`config.mk`:
```
export PLATFORM = sky130hd
export DESIGN_NAME = pipe_adder
export DESIGN_NICKNAME = d
export VERILOG_FILES = /design/src/rtl/adder_pkg.sv /design/src/rtl/adder_seg.sv /design/src/rtl/pipe_adder.sv
export SDC_FILE = /design/constraint.sdc
export NUM_CORES = 1
export LEC_CHECK = 0
export ABC_AREA = 1
export CORE_MARGIN = 4
export CORE_UTILIZATION = 35
export CTS_CLUSTER_DIAMETER = 80
export CTS_CLUSTER_SIZE = 24
export DETAILED_ROUTE_END_ITERATION = 8
export SLEW_MARGIN = 10
export SYNTH_ARGS = -nofsm -noshare
export SYNTH_HDL_FRONTEND = slang
export SYNTH_SLANG_ARGS = --single-unit
```
`constraint.sdc`:
```
create_clock -name clk -period 7.5 [get_ports clk]
set_input_delay 1.5 -clock clk [delete_from_list [all_inputs] [get_ports clk]]
set_output_delay 1.5 -clock clk [all_outputs]
set_load 0.01 [all_outputs]
```
`src/rtl/adder_pkg.sv`:
```
// Shared defaults and operation encoding for the pipelined add/subtract unit.
package adder_pkg;
  localparam int ADDER_WIDTH  = 32;
  localparam int ADDER_STAGES = 2;

  localparam logic OP_ADD = 1'b0;
  localparam logic OP_SUB = 1'b1;
endpackage

```
`src/rtl/adder_seg.sv`:
```
// Combinational segment adder: one carry segment of the pipelined adder.
module adder_seg #(
  parameter int SEG = 16
) (
  input  logic [SEG-1:0] a,
  input  logic [SEG-1:0] b,
  input  logic           cin,
  output logic [SEG-1:0] sum,
  output logic           cout,
  output logic           msb_cin
);
  logic [SEG:0] full;

  assign full = {1'b0, a} + {1'b0, b} + {{SEG{1'b0}}, cin};
  assign sum  = full[SEG-1:0];
  assign cout = full[SEG];
  // Carry into the MSB, recovered from the MSB sum bit; works for SEG=1 too.
  assign msb_cin = a[SEG-1] ^ b[SEG-1] ^ full[SEG-1];
endmodule

```
`src/rtl/pipe_adder.sv`:
```
// Pipelined add/subtract, one carry segment per stage, valid/ready on both sides.
// Status flags (cout, ovf, zero) are built only when PIPE_ADDER_FLAGS_EN is defined.
module pipe_adder
  import adder_pkg::*;
#(
  parameter int WIDTH  = ADDER_WIDTH,
  parameter int STAGES = ADDER_STAGES
) (
  input  logic             clk,
  input  logic             rst,
  input  logic             in_valid,
  output logic             in_ready,
  input  logic [WIDTH-1:0] in1,
  input  logic [WIDTH-1:0] in2,
  input  logic             sub,
  output logic             out_valid,
  input  logic             out_ready,
  output logic [WIDTH-1:0] out,
  output logic             cout,
  output logic             ovf,
  output logic             zero
);
  localparam int SEG = WIDTH / STAGES;

  logic             stall;
  logic [WIDTH-1:0] b_eff;

  // The whole pipe moves in lockstep: either every stage advances or all hold.
  assign stall    = out_valid & ~out_ready;
  assign in_ready = ~stall;
  assign b_eff    = (sub == OP_SUB) ? ~in2 : in2;

  for (genvar gi = 0; gi < STAGES; gi++) begin : g_stage
    localparam int LO  = gi * SEG;
    localparam int REM = WIDTH - LO;

    logic [REM-1:0]    a_cur;
    logic [REM-1:0]    b_cur;
    logic              cin_cur;
    logic              valid_cur;
    logic [SEG-1:0]    seg_sum;
    logic              seg_cout;
    logic              seg_msb_cin;
    logic [LO+SEG-1:0] res_next;
    logic [LO+SEG-1:0] res_reg;
    logic              valid_reg;

    if (gi == 0) begin : g_head
      assign a_cur     = in1;
      assign b_cur     = b_eff;
      assign cin_cur   = sub;
      assign valid_cur = in_valid;
      assign res_next  = seg_sum;
    end else begin : g_body
      assign a_cur     = g_stage[gi-1].g_fwd.a_reg;
      assign b_cur     = g_stage[gi-1].g_fwd.b_reg;
      assign cin_cur   = g_stage[gi-1].g_fwd.carry_reg;
      assign valid_cur = g_stage[gi-1].valid_reg;
      assign res_next  = {seg_sum, g_stage[gi-1].res_reg};
    end

    adder_seg #(.SEG(SEG)) u_seg (
      .a       (a_cur[SEG-1:0]),
      .b       (b_cur[SEG-1:0]),
      .cin     (cin_cur),
      .sum     (seg_sum),
      .cout    (seg_cout),
      .msb_cin (seg_msb_cin)
    );

    always_ff @(posedge clk or posedge rst) begin
      if (rst) begin
        valid_reg <= 1'b0;
        res_reg   <= '0;
      end else if (!stall) begin
        valid_reg <= valid_cur;
        res_reg   <= res_next;
      end
    end

    if (gi < STAGES - 1) begin : g_fwd
      // Only the operand segments still to be added travel onward.
      logic [REM-SEG-1:0] a_reg;
      logic [REM-SEG-1:0] b_reg;
      logic               carry_reg;
      logic               msb_unused;

      assign msb_unused = seg_msb_cin;

      always_ff @(posedge clk or posedge rst) begin
        if (rst) begin
          a_reg     <= '0;
          b_reg     <= '0;
          carry_reg <= 1'b0;
        end else if (!stall) begin
          a_reg     <= a_cur[REM-1:SEG];
          b_reg     <= b_cur[REM-1:SEG];
          carry_reg <= seg_cout;
        end
      end
    end else begin : g_tail
      assign out_valid = valid_reg;
      assign out       = res_reg;
`ifdef PIPE_ADDER_FLAGS_EN
      logic cout_reg;
      logic ovf_reg;
      logic zero_reg;

      always_ff @(posedge clk or posedge rst) begin
        if (rst) begin
          cout_reg <= 1'b0;
          ovf_reg  <= 1'b0;
          zero_reg <= 1'b0;
        end else if (!stall) begin
          cout_reg <= seg_cout;
          ovf_reg  <= seg_cout ^ seg_msb_cin;
          zero_reg <= (res_next == '0);
        end
      end

      assign cout = cout_reg;
      assign ovf  = ovf_reg;
      assign zero = zero_reg;
`else
      logic flags_unused;

      assign flags_unused = seg_cout ^ seg_msb_cin;
      assign cout = 1'b0;
      assign ovf  = 1'b0;
      assign zero = 1'b0;
`endif
    end
  end
endmodule

```
==> key figures <==
Floorplanning
  • Cell row count: 43
  • Starting Density: 36.4%
  • CORE AREA: 0.0141 mm^2
  • I/O Pins: 106
  • DIE HEIGHT: 129 um
  • Die area: 0.0167 mm^2
  • Die X: 129 um

Global routing
  • Vias in the first global route: 4408
  • First-pass GRT wire length: 20.7 mm
  • Grt total ovfl: 0
  • Maximum number of pins on one net before global-route repair: 105
  • Tot GR Track Use: 15.3%
  • Number of antenna violations at the first check in global routing: 0

Critical path
  • CP Launch Type: input pin
  • Crit path kind: in -> out
  • Worst Path Required: 6.00 ns
  • Crit end category: primary output
  • Worst path arrival time: 3.28 ns
  • Crit Path Max Fanout: 62

Clock network
  • TritonCTS clock tree: built
  • Clock latency on the worst-skew pair: 0.34 ns
  • Clock-pin slew on the worst setup and hold paths: 0.07 ns
  • Root Buffer: clkbuf_16
  • CTS max path bufs: 2
  • CTS sink cnt: 83
  • CTS resizes: 0
  • Max H-tree Level: 3
  • Post-CTS Setup Bufs: 0
  • Post-CTS Hold Buffers: 0
  • Total CTS buffers: 9

STA
  • Final Skew: 0.0127 ns
  • Post-route setup slack: 2.72 ns
  • Setup TNS: 0 ns
  • Slew Viols, Final: 0
  • RSZ-0062 raised after global routing: no
  • Final hold vios: 0
  • Final Setup Violations: 0
  • Slew @ Worst Pin: 1.04 ns
  • Fmax: 209 MHz
  • Tmin final: 4.78 ns
  • Slew HR: 30.4%
  • Post-route clock period utilization: 63.8%

Flow run
  • MaxCap Viol Count: 0

Logic synthesis
  • Async SR Flop Fraction: 100%
  • Number of flops mapped to enable cells by yosys: 0
  • Synthesis Warnings: 0
  • Mapped Avg Cell Area: 7.79 um^2
  • Synth Flop Type: dfrtp_1
  • Synthesized cell area: 0.00513 mm^2
  • Cell variety after synth: 40
  • Cell count after synthesis: 658
  • Seq/Total Area, Yosys: 40.5%
  • FF+latch count, synth: 83

Power and ir drop
  • Leakage Power: 3.22 nW
  • PD cells: 268 mW/mm^2
  • Net switching fraction of the power: 35.7%
  • Seq pwr share: 36.6%
  • Psw: 0.000625 W
  • Clk pwr share: 24.3%
  • Internal power: 0.00113 W
  • Maximum VDD drop: 0.000115 V
  • Combinational group share of total power: 39.1%

Worst hold path
  • HP Class: reg -> reg

Placed design
  • RePlAce Congestion: 0.806
  • Port bufs: 102
  • Worst slack at placement: 2.69 ns
  • Post-DP HPWL: 9.12 mm

Detailed routing
  • Final ANT Viol Nets: 0
  • DR vias: 4366
  • Final wirelength: 12.3 mm
  • WL/cell: 13.1 um
  • Vias per cell: 4.66
  • DRT Pass-1 Iters: 4
  • Initial DRC Count: 148
  • Drt drc: 0

Outcome
  • Outcome: finished, final reports clean

Layout
  • Layout Nets: 854
  • Max reg flops: 32
  • Layout cells sized above 1: 7.27%
  • N_diodes: 0
  • Area delta synth->final: 27.3%
==> layer usage <==
| metal | up-vias | wire, um | GRT usage (%) |
|---|---|---|---|
| met2 | 98 | 5680 | 25.2 |
| met1 | 1982 | 5900 | 20.4 |
| met5 | - | 0 | 0 |
| li1 | 2271 | - | - |
| met4 | 0 | 212 | 5.06 |
| met3 | 15 | 486 | 2.89 |
==> logic make-up (layout without fill, tap and decap cells) <==
group	Yosys count	after routing	synth area share, %
AO/OA/AOI/OAI	82	82	8.81
flip-flops	83	83	40.5
buffers and inverters	76	173	6.93
XOR/XNOR	41	41	7.00
adder cells (fa/ha/maj)	33	33	8.49
AND/OR/NAND/NOR	342	342	28.2
other	1	3	0.0731
==> worst paths after layout <==
kind                                                start                        end  slack, ns  cells past startpoint
worst min-delay path                 g_stage[0].valid_reg                  out_valid       0.46                      2
min in group asynchronous                             rst                    out[31]       1.82                      3
worst min register to register       g_stage[0].valid_reg                  out_valid       0.46                      2
worst max register to register  g_stage[0].g_fwd.a_reg[0]                    out[30]       5.51                     11
max in group asynchronous                             rst  g_stage[0].g_fwd.a_reg[3]       5.03                      3
worst max-delay path                            out_ready                   in_ready       2.72                      5
==> per-stage QoR <==
step	util, %	hold WS [ns]	std cells	total power (W)	instance area [um^2]
2_1_floorplan	-	0.423	660	0.00105	5140
3_3_place_gp	44.3	0.448	921	0.00133	6250
3_5_place_dp	44.3	0.449	921	0.00134	6250
4_1_cts	46.3	0.466	937	0.00177	6530
5_1_grt	46.3	0.489	937	0.00188	6530
6_report	46.3	0.462	937	0.00175	6530
==> cell usage in the layout, fill, tap and decap left out, types with 2 or more instances in the layout <==
master           netlist  final
a21o_1                 4      4
a21oi_1               27     27
a21oi_2                4      4
a31oi_1                3      3
buf_4                 10      3
clkbuf_16              0      9
clkdlybuf4s50_1        0    101
clkinv_2               0      2
conb_1                 1      3
dfrtp_1               83     83
fa_1                   3      3
ha_1                  30     30
inv_1                 48     47
inv_2                  3      3
inv_6                  0      3
nand2_1              247    247
nand2_2               15     15
nand2_4                2      2
nand3_1               33     33
nand3_2                2      2
nand3b_1               2      2
nand4_1                4      4
nor2_1                23     23
nor3_1                 3      3
nor3_2                 2      2
o21ai_0               23     23
o21ai_1               17     17
o21ai_2                2      2
or2_2                  3      3
xnor2_1               26     26
xor2_1                15     15
==> power groups by stage <==
| stage | clock network, W | registers (W) | logic (W) |
|---|---|---|---|
| 5_1_grt | 0.000460 | 0.000655 | 0.000768 |
| 3_5_place_dp | 0 | 0.000649 | 0.000691 |
| 3_3_place_gp | 0 | 0.000646 | 0.000681 |
| 4_1_cts | 0.000438 | 0.000643 | 0.000693 |
| 6_report | 0.000426 | 0.000641 | 0.000684 |
| 2_1_floorplan | 0 | 0.000665 | 0.000390 |
==> cell type report <==
type	instances	area, um^2
Timing Repair Buffer	105	1040
Inverter	52	196
Fill cell	1424	7560
Tap cell	180	225
Clock buffer	11	243
Sequential cell	83	2080
Multi-Input combinational cell	501	2710
Clock inverter	5	42.5
==> Yosys cell counts, types with 4 or more instances <==
cell type	instances	area (um^2)
inv_1	48	180
xnor2_1	26	228
a21oi_2	4	35.0
nand4_1	4	25.0
dfrtp_1	83	2080
ha_1	30	375
o21ai_0	23	115
nand3_1	33	165
a21o_1	4	30.0
nor2_1	23	86.3
a21oi_1	27	135
buf_4	10	75.1
nand2_2	15	93.8
clkbuf_1	6	22.5
buf_2	4	20.0
nand2_1	247	927
o21ai_1	17	85.1
xor2_1	15	131
==> critical path: stages <==
cell	delay, ns
clkdlybuf4s50_1	0.50
nor2_4	0.05
inv_2	0.04
buf_4	0.52
clkdlybuf4s50_1	0.66
(Power assumes the default switching activity.)
==> patch 1 (config.mk and constraints unchanged) <==
Add a define of `PIPE_ADDER_FLAGS_EN`.
--- a/src/rtl/pipe_adder.sv
+++ b/src/rtl/pipe_adder.sv
@@ -2,2 +2,4 @@
 // Status flags (cout, ovf, zero) are built only when PIPE_ADDER_FLAGS_EN is defined.
+`define PIPE_ADDER_FLAGS_EN
+
 module pipe_adder
Check against the original RTL: not equivalent (Yosys sat finds a counterexample within 4 cycles, from zero or initial values and one cycle with rst high).
==> patch 1 against the original RTL <==
Cell area grew 4.7%; sequential cell count grew 3; total power grew 7.0%; sequential share of layout area shrank 0.33 points; core utilization grew 0.18 points; worst setup slack lost 0.23 ns; hold slack lost 0.017 ns; routed wire length grew 6.9%; synthesized cell count grew 9.9%; critical path depth is the same; register-to-register slack lost 0.59 ns; synthesized area grew 3.6%; largest cell class unchanged; first-iteration DRC count grew 130%.
==> patch 1: results (changes against the original RTL) <==
number of iterations in the first detailed-routing pass 5 (+1); HPWL after detailed placement 9940 µm (+9.0%); postcts setup bufs 0 (unchanged); Lkg Pwr 3.35 nW (+4.2%); skew final 0.00577 ns (-0.00689 ns); synth top area cells dfrtp_1 40%, nand2_1 20%, ha_1 7.1%; Resized Gates After CTS 0 (unchanged); maximum VDD drop 0.130 mV (+13%); Port Buffers 105 (+2.9%); DR iter-0 viols 344 (+130%); Synth Flop Type dfrtp_1; number of flip-flops in the largest register 32 (unchanged); CTS buffer count 9 (unchanged); vias in the first global route 4555 (+3.3%); H-tree depth 3 (unchanged); number of diodes 0 (unchanged); Setup Slack @ Placement 2.45 ns (-0.245 ns); Max-Cap Viols 0 (unchanged); vias 4722 (+8.2%); share of cells above drive strength 1 3.64% (-3.6 points); Clock transition at path regs 0.06 ns; Clock Path Buffers 2 (unchanged); ys async rst share 100% (unchanged); worst skew pair latency 0.35 ns; status finished, final reports clean; Syn Nets 825; HP Class flip-flop to flip-flop; initial antenna violation count 0 (unchanged); GPL Wtd Cong 0.866 (+7.4%); Max transition margin 32.9% (+2.5 points); sequential share of the synthesized area 40.5% (about the same); Commonest cells post-synth 290 x nand2_1, 86 x dfrtp_1, 63 x inv_1, 48 x o21ai_0, 46 x nor2_1; GRT Util Overall 15.7% (+0.36 points); Final #Nets 922 (+8.0%); placed inst area 6530 µm² (+4.5%); Arrival @ worst endpoint 3.51 ns (+0.23 ns); largest net degree at the start of global routing 92 (-12%); clk root buf clkbuf_16; Synth cell types 35 (-13%); overall routed net length 13100 µm (+6.9%); Max FO, Critical Path 52 (-16%); first-pass GRT wire length 22300 µm (+7.9%); Synthesis Warnings 0 (unchanged)
patch 1: cell types whose count changed after synthesis, sizes merged, moves of 7 or more:
cell	change
a21oi	-9
buf	-7
inv	+14
nand2	+30
nor2	+21
o21ai	+11
xnor2	-7
patch 1: stage by stage:
stage / std cells / utilization, %
2_1_floorplan: 723 / -
3_3_place_gp: 993 / 44.4
3_5_place_dp: 993 / 44.4
4_1_cts: 1009 / 46.5
5_1_grt: 1009 / 46.5
6_report: 1009 / 46.5
patch 1: final timing paths:
check / start / endpoint / slack, ns / depth (start not counted)
worst min-delay path: g_stage[0].valid_reg$_DFFE_PP0N_ / out_valid$_DFFE_PP0N_ / 0.45 / 2
worst max register to register: g_stage[0].g_fwd.a_reg[0]$_DFFE_PP0N_ / zero$_DFFE_PP0N_ / 4.92 / 13
worst min register to register: g_stage[0].valid_reg$_DFFE_PP0N_ / out_valid$_DFFE_PP0N_ / 0.45 / 2
max in group asynchronous: rst / out[3]$_DFFE_PP0N_ / 4.89 / 3
min in group asynchronous: rst / g_stage[0].g_fwd.a_reg[12]$_DFFE_PP0N_ / 1.54 / 2
worst max-delay path: out_ready / in_ready / 2.49 / 5
patch 1: kinds of logic after synthesis:
family | after synthesis | share of synthesized area (%)
DFF | 86 | 40.5
and+or+nand+nor | 395 | 30.1
AOI/OAI and AO/OA | 86 | 9.06
adders and majority gates | 33 | 8.19
buffers and inverters | 88 | 6.43
xor gates and xnor gates | 35 | 5.77
patch 1: report_power, final:
| part | total, mW | internal (mW) | switching (mW) | leakage, nW |
|---|---|---|---|---|
| registers | 0.663 | 0.587 | 0.0764 | 1.03 |
| logic | 0.737 | 0.332 | 0.405 | 2.18 |
| clock network | 0.473 | 0.293 | 0.180 | 0.148 |
patch 1: layer usage:
layer / wire, µm / GRT usage, %
met1: 7140 / 24.1
met2: 5220 / 22.0
met3: 627 / 3.40
met4: 149 / 4.49
met5: 0 / 0
patch 1: cell type report:
type                            count  area (µm²)
Clock buffer                       13         240
Clock inverter                      3        68.8
Sequential cell                    86        2150
Fill cell                        1509        7860
Timing Repair Buffer              108        1070
Inverter                           66         249
Tap cell                          184         230
Multi-Input combinational cell    549        2830
patch 1: worst max-delay path: stages:
cell,delay (ns)
clkdlybuf4s50_1,0.45
nor2_4,0.52
clkinv_1,0.13
buf_4,0.33
clkdlybuf4s50_1,0.55
==> patch 2 (same flow settings) <==
Made on the original files. Set the package constant `ADDER_STAGES` to 4 (it was 2).
--- a/src/rtl/adder_pkg.sv
+++ b/src/rtl/adder_pkg.sv
@@ -3,3 +3,3 @@
   localparam int ADDER_WIDTH  = 32;
-  localparam int ADDER_STAGES = 2;
+  localparam int ADDER_STAGES = 4;
 
Function: changed (a bounded check fails within 4 cycles, from zero or initial values and one cycle with rst high).
==> patch 2 against the original RTL <==
Largest power group is now sequential cells; sequential cell count rose by 100; cell area increased by 56%; non-clock buffer count rose by 1; total power up 140%; via count rose by 38%; worst setup slack better by 0.31 ns; critical path type unchanged; combinational power is 120% higher; synthesized area is 62% higher; routed wire length up 36%.
==> patch 2: results (changes against the original RTL) <==
vias in the first global route 6085 (+38%); Int Power 2.65 mW (+140%); Max FO, Critical Path 41 (-34%); synth top area cells dfrtp_1 55%, nand2_1 19%, o21ai_0 5.1%; Register Area 4580 µm² (+120%); DR iter-0 viols 322 (+120%); Arrival @ worst endpoint 2.98 ns (-0.30 ns); Final setup viols 0 (unchanged); clk tree area frac 6.30% (+1.9 points); Cells after DPL 1337 (+45%); worst skew pair latency 0.42 ns (+0.08 ns); CLK BUF 19 (+8); mean area per synthesized cell 8.71 µm² (+12%); Fill cells 2366 (+66%); largest net degree at the start of global routing 117 (+11%); Pwr Density 405 nW/µm² (+51%); Synth cell types 25 (-38%); CTS buffer count 17 (+8); postcts setup bufs 0 (unchanged); number of iterations in the first detailed-routing pass 4 (unchanged); sequential share of power 40.0% (+3.4 points); vias 6005 (+38%); Multi-Input Combinational 667 (+33%); Synth Flop Type dfrtp_1; Multi-input gate area 3280 µm² (+21%); first-pass GRT wire length 28600 µm (+38%); Worst-Margin Slew 1.15 ns (+0.103 ns); maximum VDD drop 0.144 mV (+25%); GRT Util Overall 13.2% (-2.1 points); r2r setup slk 4.81 ns (-0.70 ns); HPWL after detailed placement 10500 µm (+15%); Lkg Pwr 5.01 nW (+56%); Resized Gates After CTS 0 (unchanged); signal buffers share of area 10.3% (-5.6 points); HP Class flip-flop to flip-flop; Slew Viols, Final 0 (unchanged); count of plain and timing-repair buffers in the layout 106 (+0.95%); Worst path top cell family by delay buffers and inverters; Final #Nets 1140 (+33%); sequential share of the synthesized area 55.0% (+15 points); GPL Wtd Cong 0.778 (-3.5%); ys async rst share 100% (unchanged); routed wire length per instance 12.2 µm (-7.2%); status finished, final reports clean; share of cells above drive strength 1 3.91% (-3.4 points); Post-Layout Cell Count 1368 (+46%); inverters 62 (+19%); skew final 0.0110 ns (-0.00166 ns); Slowest Stage Delay on Critical Path 0.62 ns (-0.04 ns); clock network power share 23.6% (-0.7 points); Commonest cells post-synth 421 x nand2_1, 183 x dfrtp_1, 85 x o21ai_0, 61 x inv_1, 34 x xnor2_1; Seq Cell Count 183 (+120%); H-tree depth 4 (+1)
-- patch 2: worst paths after layout --
path / from / endpoint / cells after the start
worst min register to register: g_stage[1].res_reg[11]$_DFFE_PP0N_ / g_stage[2].res_reg[11]$_DFFE_PP0N_ / 2
worst min-delay path: g_stage[1].res_reg[11]$_DFFE_PP0N_ / g_stage[2].res_reg[11]$_DFFE_PP0N_ / 2
worst max-delay path: out_ready / in_ready / 4
max in group asynchronous: rst / g_stage[2].res_reg[8]$_DFFE_PP0N_ / 3
worst max register to register: out_valid$_DFFE_PP0N_ / g_stage[0].g_fwd.b_reg[19]$_DFFE_PP0N_ / 5
min in group asynchronous: rst / g_stage[2].res_reg[13]$_DFFE_PP0N_ / 2
-- patch 2: kinds of logic after synthesis --
family	count (synthesis)	share of synthesized area, %
AO/OA/AOI/OAI	117	7.23
XOR/XNOR	40	4.21
adder cells (fa/ha/maj)	34	5.74
buffers and inverters	108	5.61
flip-flops	183	55.0
other	1	0.0451
AND/OR/NAND/NOR	473	22.1
-- patch 2: per-layer routing --
layer | part of all wire (%) | up-vias | wire length [µm] | global-route usage [%]
li1 | - | 3142 | - | -
met1 | 50 | 2782 | 8250 | 17.5
met2 | 46 | 69 | 7720 | 22.1
met3 | 3.1 | 12 | 524 | 2.99
met4 | 0.94 | 0 | 157 | 3.38
met5 | 0 | - | 0 | 0
-- patch 2: stage by stage --
step	setup slack [ns]	util (%)	hold WS, ns	instance area [µm²]
6_report	3.02	43.6	0.461	10200
3_3_place_gp	3.01	40.8	0.451	9550
5_1_grt	2.94	43.6	0.486	10200
4_1_cts	3.00	43.6	0.464	10200
3_5_place_dp	2.99	40.8	0.449	9550
2_1_floorplan	1.03	-	0.440	8330
